===== config.mk =====
export PLATFORM = sky130hd
export DESIGN_NAME = instruction_decoder
export DESIGN_NICKNAME = d
export VERILOG_FILES = /design/src/rtl/cpu_isa_pkg.sv /design/src/rtl/reset_synchronizer.sv /design/src/rtl/instruction_decoder.sv
export SDC_FILE = /design/constraint.sdc
export NUM_CORES = 1
export LEC_CHECK = 0
export BUFFER_PORTS_ARGS = -buffer_cell sky130_fd_sc_hd__clkbuf_2
export CAP_MARGIN = 10
export CORE_AREA = 5 5 42 44
export DETAILED_ROUTE_END_ITERATION = 10
export DIE_AREA = 0 0 47 49
export PLACE_DENSITY = 0.79
export SETUP_SLACK_MARGIN = 0.2
export SLEW_MARGIN = 0
export SYNTH_ARGS = -nofsm -noshare
export SYNTH_HDL_FRONTEND = slang
export SYNTH_HIERARCHICAL = 1
export SYNTH_SLANG_ARGS = --single-unit

===== constraint.sdc =====
create_clock -name clk -period 1.65 [get_ports clk]
set_clock_uncertainty 0.1 [all_clocks]
set_input_delay 0.33 -clock clk [delete_from_list [all_inputs] [get_ports clk]]
set_output_delay 0.33 -clock clk [all_outputs]
set_load 0.01 [all_outputs]

===== src/rtl/cpu_isa_pkg.sv =====
// Instruction-set constants shared by the decoder and its neighbours.
// Holds opcode field masks/values, destination register codes, the default
// immediate source select and a helper that classifies an instruction word.
package cpu_isa_pkg;

    // Opcode match: (word & MASK) == VAL
    localparam logic [7:0] OP_LOAD_MASK = 8'h80;
    localparam logic [7:0] OP_LOAD      = 8'h00;
    localparam logic [7:0] OP_MOVE_MASK = 8'hC0;
    localparam logic [7:0] OP_MOVE      = 8'h80;
    localparam logic [7:0] OP_ALU_MASK  = 8'hE0;
    localparam logic [7:0] OP_ALU       = 8'hC0;
    localparam logic [7:0] OP_JMP_MASK  = 8'hF0;
    localparam logic [7:0] OP_JMP       = 8'hE0;
    localparam logic [7:0] OP_JNZ_MASK  = 8'hF0;
    localparam logic [7:0] OP_JNZ       = 8'hF0;

    // Destination register codes
    localparam logic [2:0] DST_X0 = 3'd0;
    localparam logic [2:0] DST_X1 = 3'd1;
    localparam logic [2:0] DST_Y0 = 3'd2;
    localparam logic [2:0] DST_Y1 = 3'd3;
    localparam logic [2:0] DST_O  = 3'd4;
    localparam logic [2:0] DST_M  = 3'd5;
    localparam logic [2:0] DST_I  = 3'd6;
    localparam logic [2:0] DST_R  = 3'd7;

    localparam logic [3:0] IMM_SRC_CODE_DEF = 4'h8;

    typedef enum logic [2:0] {
        ClsLoad,
        ClsMove,
        ClsAlu,
        ClsJmp,
        ClsJnz
    } instr_class_e;

    function automatic instr_class_e get_class(input logic [7:0] word);
        instr_class_e cls;
        if ((word & OP_LOAD_MASK) == OP_LOAD) begin
            cls = ClsLoad;
        end else if ((word & OP_MOVE_MASK) == OP_MOVE) begin
            cls = ClsMove;
        end else if ((word & OP_ALU_MASK) == OP_ALU) begin
            cls = ClsAlu;
        end else if ((word & OP_JMP_MASK) == OP_JMP) begin
            cls = ClsJmp;
        end else begin
            cls = ClsJnz;
        end
        return cls;
    endfunction

endpackage


===== src/rtl/reset_synchronizer.sv =====
// Reset synchroniser: asserts asynchronously, releases synchronously.
// Ports:
//   clk        in  system clock
//   reset      in  asynchronous active-high reset
//   sync_reset out synchronised reset, drops on the SYNC_STAGES-th edge after release
module reset_synchronizer #(
    parameter int unsigned SYNC_STAGES = 2
) (
    input  logic clk,
    input  logic reset,
    output logic sync_reset
);

    logic [SYNC_STAGES-1:0] stages_q;

    always_ff @(posedge clk or posedge reset) begin
        if (reset) begin
            stages_q <= '1;
        end else begin
            stages_q <= {stages_q[SYNC_STAGES-2:0], 1'b0};
        end
    end

    assign sync_reset = stages_q[SYNC_STAGES-1];

endmodule


===== src/rtl/instruction_decoder.sv =====
// Instruction decoder: turns the program-memory word into datapath and jump
// controls, keeps the zero flag and produces the sequencer's synchronised reset.
// Ports:
//   clk, reset            clock and asynchronous active-high reset
//   pm_data[7:0]          instruction word
//   alu_zero              ALU result is zero (current cycle)
//   sync_reset            synchronised reset to the sequencer
//   jmp, jmp_nz           jump requests; jmp_addr[3:0] is the target
//   dont_jmp              current zero flag, suppresses jmp_nz in the sequencer
//   reg_en[7:0]           one-hot register load enables
//   source_sel[3:0]       datapath source select
//   data_imm[3:0]         immediate value
//   alu_func[3:0]         ALU function
//   zero_flag             registered zero flag
module instruction_decoder
    import cpu_isa_pkg::*;
#(
    parameter int unsigned SYNC_STAGES  = 2,
    parameter logic [3:0]  IMM_SRC_CODE = IMM_SRC_CODE_DEF
) (
    input  logic       clk,
    input  logic       reset,
    input  logic [7:0] pm_data,
    input  logic       alu_zero,
    output logic       sync_reset,
    output logic       jmp,
    output logic       jmp_nz,
    output logic [3:0] jmp_addr,
    output logic       dont_jmp,
    output logic [7:0] reg_en,
    output logic [3:0] source_sel,
    output logic [3:0] data_imm,
    output logic [3:0] alu_func,
    output logic       zero_flag
);

    instr_class_e cls;
    logic         zero_flag_q;
    logic [7:0]   one_hot_base;

    reset_synchronizer #(
        .SYNC_STAGES(SYNC_STAGES)
    ) u_reset_sync (
        .clk        (clk),
        .reset      (reset),
        .sync_reset (sync_reset)
    );

    assign cls          = get_class(pm_data);
    assign one_hot_base = 8'h01;

    always_comb begin
        jmp        = 1'b0;
        jmp_nz     = 1'b0;
        reg_en     = 8'h00;
        source_sel = 4'h0;
        alu_func   = 4'h0;
        unique case (cls)
            ClsLoad: begin
                reg_en     = one_hot_base << pm_data[6:4];
                source_sel = IMM_SRC_CODE;
            end
            ClsMove: begin
                reg_en     = one_hot_base << pm_data[5:3];
                source_sel = {1'b0, pm_data[2:0]};
            end
            ClsAlu: begin
                reg_en   = one_hot_base << DST_R;
                alu_func = pm_data[3:0];
            end
            ClsJmp:  jmp    = 1'b1;
            ClsJnz:  jmp_nz = 1'b1;
            default: ;
        endcase
        // Sequencer and register file must see no activity until reset has settled.
        if (sync_reset) begin
            reg_en = 8'h00;
            jmp    = 1'b0;
            jmp_nz = 1'b0;
        end
    end

    always_ff @(posedge clk or posedge reset) begin
        if (reset) begin
            zero_flag_q <= 1'b0;
        end else if (!sync_reset && cls == ClsAlu) begin
            zero_flag_q <= alu_zero;
        end
    end

    assign zero_flag = zero_flag_q;
    assign dont_jmp  = zero_flag_q;
    assign jmp_addr  = pm_data[3:0];
    assign data_imm  = pm_data[3:0];

endmodule


==> results of run 1 <==
==> cell type report <==
| class | instances | area [µm²] | area share, % |
|---|---|---|---|
| Timing Repair Buffer | 46 | 303 | 39.7 |
| Multi-Input combinational cell | 39 | 312 | 40.8 |
| Sequential cell | 3 | 77.6 | 10.2 |
| Inverter | 6 | 25.0 | 3.28 |
| Clock buffer | 4 | 26.3 | 3.44 |
| Tap cell | 16 | 20.0 | 2.62 |
==> timing repair <==
action                     4_1_cts  5_1_grt
hold buffers                     1        0
setup endpoints to repair       14       18
hold endpoints to repair         1        0
buffers inserted                 4        2
gates resized for setup         18       19
pin swaps                        9        4
==> placed cells by master (no fill, tap or decap), types with 4 or more instances in the layout <==
| master | count |
|---|---|
| clkbuf_2 | 30 |
| and2_1 | 6 |
| buf_4 | 5 |
| inv_1 | 4 |
| clkbuf_4 | 4 |
| buf_2 | 4 |
==> registers in the layout, summed over array words and instances, names as in the netlist <==
name and flops:
u_reset_sync/stages_q 2, dont_jmp 1
==> routing by layer <==
metal / wire (µm) / up-vias / global-route usage [%]
met5: 0 / - / 0
met4: 21 / 0 / 7.83
met3: 181 / 2 / 2.21
met2: 742 / 35 / 19.7
met1: 498 / 245 / 14.1
li1: - / 265 / -
==> through the flow <==
| step | instances | hold slack, ps | worst slack, ps | cell area (µm²) | util, % |
|---|---|---|---|---|---|
| global placement | 103 | 59.8 | 79.8 | 563 | 40.2 |
| CTS | 112 | 219 | 87.5 | 706 | 50.4 |
| floorplan | 59 | -41.3 | 237 | 434 | - |
| finish | 114 | 230 | 81.6 | 763 | 54.5 |
| detailed placement | 103 | 68.4 | 51.6 | 563 | 40.2 |
| global route | 114 | 230 | 43.8 | 763 | 54.5 |
==> power breakdown <==
group | leakage, nW | total [W] | switching, W | internal [W]
Combinational | 0.370 | 0.000169 | 0.0000859 | 0.0000828
Sequential | 0.0330 | 0.0000904 | 0.00000638 | 0.0000840
Clock | 0.0150 | 0.000129 | 0.0000383 | 0.0000907
Total | 0.418 | 0.000388 | 0.000131 | 0.000258
==> worst min path at each step <==
stage	from	to	slack [ps]	cells past startpoint
after floorplan	reset	dont_jmp	-40	1
after global routing	alu_zero	dont_jmp	230	2
after CTS	alu_zero	dont_jmp	220	2
final	alu_zero	dont_jmp	230	2
after detailed placement	reset	dont_jmp	70	2
after global placement	reset	dont_jmp	60	2
==> kinds of logic (layout without fill, tap and decap cells) <==
family	Yosys count	after routing	synth area share, %
flip-flops	3	3	17.9
buffers and inverters	17	56	25.1
multiplexers	3	3	8.07
other	1	1	0.864
AO/OA/AOI/OAI	6	6	8.65
AND/OR/NAND/NOR	29	29	39.5
==> impl_metrics.tcl, run 1 <==
set metrics [dict create \
    synthesis.instances 59 \
    route.detailed.wl_per_inst_um 12.7 \
    max_cap_viol_count 0 \
    postRouteWirelength_um 1440 \
    worstSetupPathDepth 3 \
    vias_per_std_cell 4.80 \
    nFillCells 140 \
    overflow 0 \
    synth-async-reset-ratio_pct 100 \
    post_route_cells_drive_above_1_share_pct 66.3 \
    rr_startpoint "u_reset_sync/stages_q[1]" \
    synthDistinctLibCells 26 \
    route.vias.total 547 \
    synthesis.nets 70 \
    clock_tree_from_tritoncts "done" \
    floorplan.die.height_um 49 \
    synth_enable_flop_cells 0 \
    synth.yosys.seq_area_share_pct 17.9 \
    grt_first_pass_wirelength_um 2150 \
    hold_path.class "in -> reg" \
    cts.path.max_buffers 2 \
    grt_pass1_vias 516 \
    diodes 0 \
    io_pins 40 \
    worst-r2r-cell-count 4 \
    clock_root_cell "clkbuf_4" \
    timing.critical_path.max_delay_family "flip-flops" \
    path_cells "buf_6, nor3_2, clkbuf_2" \
    buffers_inverters_on_critical_path 2 \
    synthDominantCellAreaShare_pct 17.3 \
    most_frequent_cells_after_synthesis "10 x buf_4, 6 x and2_1, 6 x inv_1" \
    drt_first_pass_iters 4 \
    critPathRequiredTime_ps 1220 \
    floorplan.die_area_um2 2300 \
    drtIter0Drc 3 \
    drcViolationCount 0 \
    synthDominantAreaCellType "buf_4" \
    rows 14 \
    port_buffers 39 \
    yosys-top-cells-area "buf_4 17%, dfstp_2 12%, and2_1 8.6%, dfrtp_1 5.8%, inv_1 5.2%" \
    finalCritPeriodShare_pct 95.1 \
    numClockSinks 3 \
    cp_max_fo 7 \
    initial_core_util_pct 31.0 \
    max_freq_mhz 638 \
    global_route.usage.total_pct 12.3 \
    antenna_violations_before_repair 0 \
    rsz0062_at_grt "yes" \
    critical_path.max_stage_delay_ps 560 \
    netlist_area_um2 434 \
    post-route-min-period_ps 1570 \
    worstReg2RegEnd "dont_jmp" \
    synth.yosys.warnings 6 \
    timing_hold_violations_final 0 \
    synthesis.area_per_instance_um2 7.36 \
    critical_path_end "reg_en[6]" \
    flow.area_growth_from_synthesis_pct 75.8 \
    drt.antenna.violating_nets 0 \
    fp.dieW_um 47 \
    fin_total_pwr_w 0.000388 \
    grt_max_degree 13 \
    worst-r2r-setup-slack_ps 290 \
    synth_flop_cell "dfstp_2" \
    worst_setup_hold_path_clk_slew_ps 40 \
    crit_type "reg -> out" \
    cts.htree.levels 1 \
    crit_start "u_reset_sync/stages_q[1]" \
    maxSlewViolCount 0 \
    place_congestion 0.905 \
    yosys.cell_count.top_type "buf_4" \
    power_density_nw_per_um2 509 \
    crit_slowest_cell "dfstp_2" \
    timing.final.setup_violations 0 \
    dp_hpwl_um 1010 \
    static-leakage-power_nw 0.418 \
    core_um2 1400 \
    worst_setup_start_kind "register" \
    critPathCaptureType "output pin" \
    power.ir.vdd_worst_mv 0.264 \
    final.setup.tns_ps 0 \
    numCtsBuffers 3 \
    synth-seq-cells 3 \
    outcome "finished clean" \
    later_pin_clock_latency_in_the_skew_report_ps 230 \
    arrival_ps 1140 \
    layout.nets 110 \
]
Note: power is estimated with default switching activity, not from simulation.
==> inputs of run 2 (changes only) <==
--- a/config.mk
+++ b/config.mk
@@ -5,12 +5,14 @@
 export SDC_FILE = /design/constraint.sdc
 export NUM_CORES = 1
 export LEC_CHECK = 0
+export ABC_AREA = 1
+export ABC_CLOCK_PERIOD_IN_PS = 1650
 export BUFFER_PORTS_ARGS = -buffer_cell sky130_fd_sc_hd__clkbuf_2
 export CAP_MARGIN = 10
 export CORE_AREA = 5 5 42 44
 export DETAILED_ROUTE_END_ITERATION = 10
 export DIE_AREA = 0 0 47 49
-export PLACE_DENSITY = 0.79
+export PLACE_DENSITY = 0.74
 export SETUP_SLACK_MARGIN = 0.2
 export SLEW_MARGIN = 0
 export SYNTH_ARGS = -nofsm -noshare
==> run 2 against run 1 <==
Clock-buffer cell count unchanged. Final area decreased by 16%. First-iteration DRC count increased by 33%. Routed wire length decreased by 24%. Non-clock buffer count fell by 3. Setup slack lost 27 ps. Sequential power shrank 2.4%.
==> impl_metrics.tcl, run 2 <==
set metrics [dict create \
    numCtsBuffers 3 \
    port_buffers 39 \
    layout.cells.non_filler 121 \
    numClockSinks 3 \
    flow.area_growth_from_synthesis_pct 72.4 \
    vias_per_std_cell 4.17 \
    synth.yosys.seq_area_share_pct 20.9 \
    critPathRequiredTime_ps 1220 \
    timing.final.setup_violations 0 \
    drtIter0Drc 4 \
    global_route.usage.total_pct 8.53 \
    fp.dieW_um 47 \
    post_route_cells_drive_above_1_share_pct 60.0 \
    synth-async-reset-ratio_pct 100 \
    grt_max_degree 7 \
    top_register "u_reset_sync/stages_q" \
    timing_hold_violations_final 0 \
    critPathCaptureType "output pin" \
    static-leakage-power_nw 0.410 \
    grt_pass1_vias 412 \
    power.ir.vdd_worst_mv 0.288 \
    synth_flop_cell "dfstp_2" \
    drt_first_pass_iters 4 \
    power_density_nw_per_um2 562 \
    crit_start "u_reset_sync/stages_q[1]" \
    synth_enable_flop_cells 0 \
    leading_cell_type_in_the_layout_fill_and_taps_excluded "clkbuf_2" \
    worst_setup_hold_path_clk_slew_ps 40 \
    layout.nets 117 \
    arrival_ps 1160 \
    clock_root_cell "clkbuf_4" \
    diodes 0 \
    cts.htree.levels 1 \
    synthesis.nets 78 \
    path_cells "inv_4, nand2_4, nor2_4, inv_2, nor2_1, buf_2" \
    cp_max_fo 5 \
    core_um2 1400 \
    drcViolationCount 0 \
    place_congestion 0.656 \
    initial_core_util_pct 26.5 \
    route.vias.total 505 \
    largest_reg_flops 2 \
    most-common-layout-cells "32 x clkbuf_2, 14 x nor2_1, 10 x nand2_1, 10 x inv_1, 6 x buf_4" \
    drt.antenna.violating_nets 0 \
    synthDominantCellAreaShare_pct 18.2 \
    hold_path.class "in -> reg" \
    worstHoldStart "alu_zero" \
    clock_tree_from_tritoncts "done" \
    postRouteWirelength_um 1090 \
    hold_slack_final_ps 234 \
    crit_type "reg -> out" \
    rsz0062_at_grt "yes" \
    max_cap_viol_count 0 \
    synthDominantAreaCellType "buf_4" \
    crit_slowest_cell "dfstp_2" \
    antenna_violations_before_repair 0 \
    dp_hpwl_um 915 \
    synth-seq-cells 3 \
    rr_startpoint "u_reset_sync/stages_q[1]" \
    buffers_inverters_on_critical_path 3 \
    critical_path.max_stage_delay_ps 550 \
    yosys-top-cells-area "buf_4 18%, nor2_1 15%, dfstp_2 14%, nand2_1 14%, inv_1 13%" \
    placement.cell_area_um2 519 \
    overflow 0 \
    floorplan.die_area_um2 2300 \
    netlist_area_um2 372 \
    rows 14 \
    io_pins 40 \
    finalCritPeriodShare_pct 96.7 \
    post-route-min-period_ps 1590 \
    maxSlewViolCount 0 \
    floorplan.die.height_um 49 \
    later_pin_clock_latency_in_the_skew_report_ps 230 \
    timing.critical_path.max_delay_family "flip-flops" \
    synthDistinctLibCells 14 \
    final_core_util_pct 45.7 \
    route.detailed.wl_per_inst_um 9.02 \
    yosys.cell_count.top_type "nor2_1" \
    dp_cells 113 \
    synthesis.area_per_instance_um2 5.55 \
    final_cell_area_um2 641 \
    grt_first_pass_wirelength_um 1450 \
    worst_setup_start_kind "register" \
    outcome "finished clean" \
    most_frequent_cells_after_synthesis "15 x nor2_1, 14 x nand2_1, 13 x inv_1" \
    synth.yosys.warnings 6 \
    synthesis.instances 67 \
    max_freq_mhz 627 \
    cts.path.max_buffers 2 \
]
==> run 2: cell types whose count changed in the layout (fill, tap and decap cells not counted), moves of 4 or more <==
cell	previous run	this run
and2_1	6	0
nand2_1	2	10
nor2_1	1	14
inv_1	4	10
nand2_2	0	4
==> run 2: final timing paths <==
path                                                  to  slack [ps]  depth (start not counted)
min in group asynchronous                       dont_jmp         380                          3
worst max-delay path                           reg_en[5]          60                          6
worst max register to register                  dont_jmp         480                          5
worst min register to register  u_reset_sync/stages_q[1]         250                          0
max in group asynchronous       u_reset_sync/stages_q[0]         870                          3
worst min-delay path                            dont_jmp         230                          3
==> run 2: layer usage <==
metal | up-vias | share of wire [%] | GRT usage [%]
li1 | 262 | - | -
met1 | 213 | 31 | 7.28
met2 | 30 | 48 | 14.7
met3 | 0 | 21 | 4.06
met4 | 0 | 0 | 5.53
met5 | - | 0 | 0
==> run 2: worst reg2reg max path: cells and delay by family, from the launching register on <==
| kind | cells | cell delay, ps |
|---|---|---|
| flops | 1 | 550 |
| simple gates | 2 | 120 |
| buf+inv | 3 | 290 |
==> run 2: area by class of cell <==
| cell class | instances | area, µm² |
|---|---|---|
| fillers | 166 | 761 |
| repair buffers | 43 | 235 |
| clock buffers | 4 | 26.3 |
| inverters | 14 | 55.1 |
| well taps | 16 | 20.0 |
| multi-input cells | 41 | 226 |
| flip-flops and latches | 3 | 77.6 |
==> run 2: where the power goes <==
part           leakage [nW]  switching [W]  internal [W]
combinational         0.362      0.0000853     0.0000591
clock                0.0150      0.0000370     0.0000906
sequential           0.0336     0.00000503     0.0000832
==> run 2: cell families (layout without fill, tap and decap cells) <==
kind of cell / count (synthesis) / after routing / synth area share [%]
AND/OR/NAND/NOR: 39 / 39 / 44.4
flip-flops: 3 / 3 / 20.9
buffers and inverters: 23 / 61 / 32.3
other: 1 / 1 / 1.01
AO/OA/AOI/OAI: 1 / 1 / 1.35
==> run 2: repair_timing <==
action / CTS / global route
setup buffers: 2 / 1
endpoints found under the hold margin: 1 / 0
hold buffers: 1 / 0
pin swaps: 3 / 1
resized for setup: 6 / 22
endpoints found under the setup margin: 14 / 15
==> run 2: through the flow <==
| stage | setup TNS, ps | worst slack, ps | power [W] |
|---|---|---|---|
| floorplan | 0 | 316 | 0.000171 |
| CTS | 0 | 39.3 | 0.000356 |
| global placement | 0 | 101 | 0.000208 |
| detailed placement | 0 | 66.5 | 0.000210 |
| finish | 0 | 55.0 | 0.000360 |
| global route | -11.7 | -9.99 | 0.000389 |
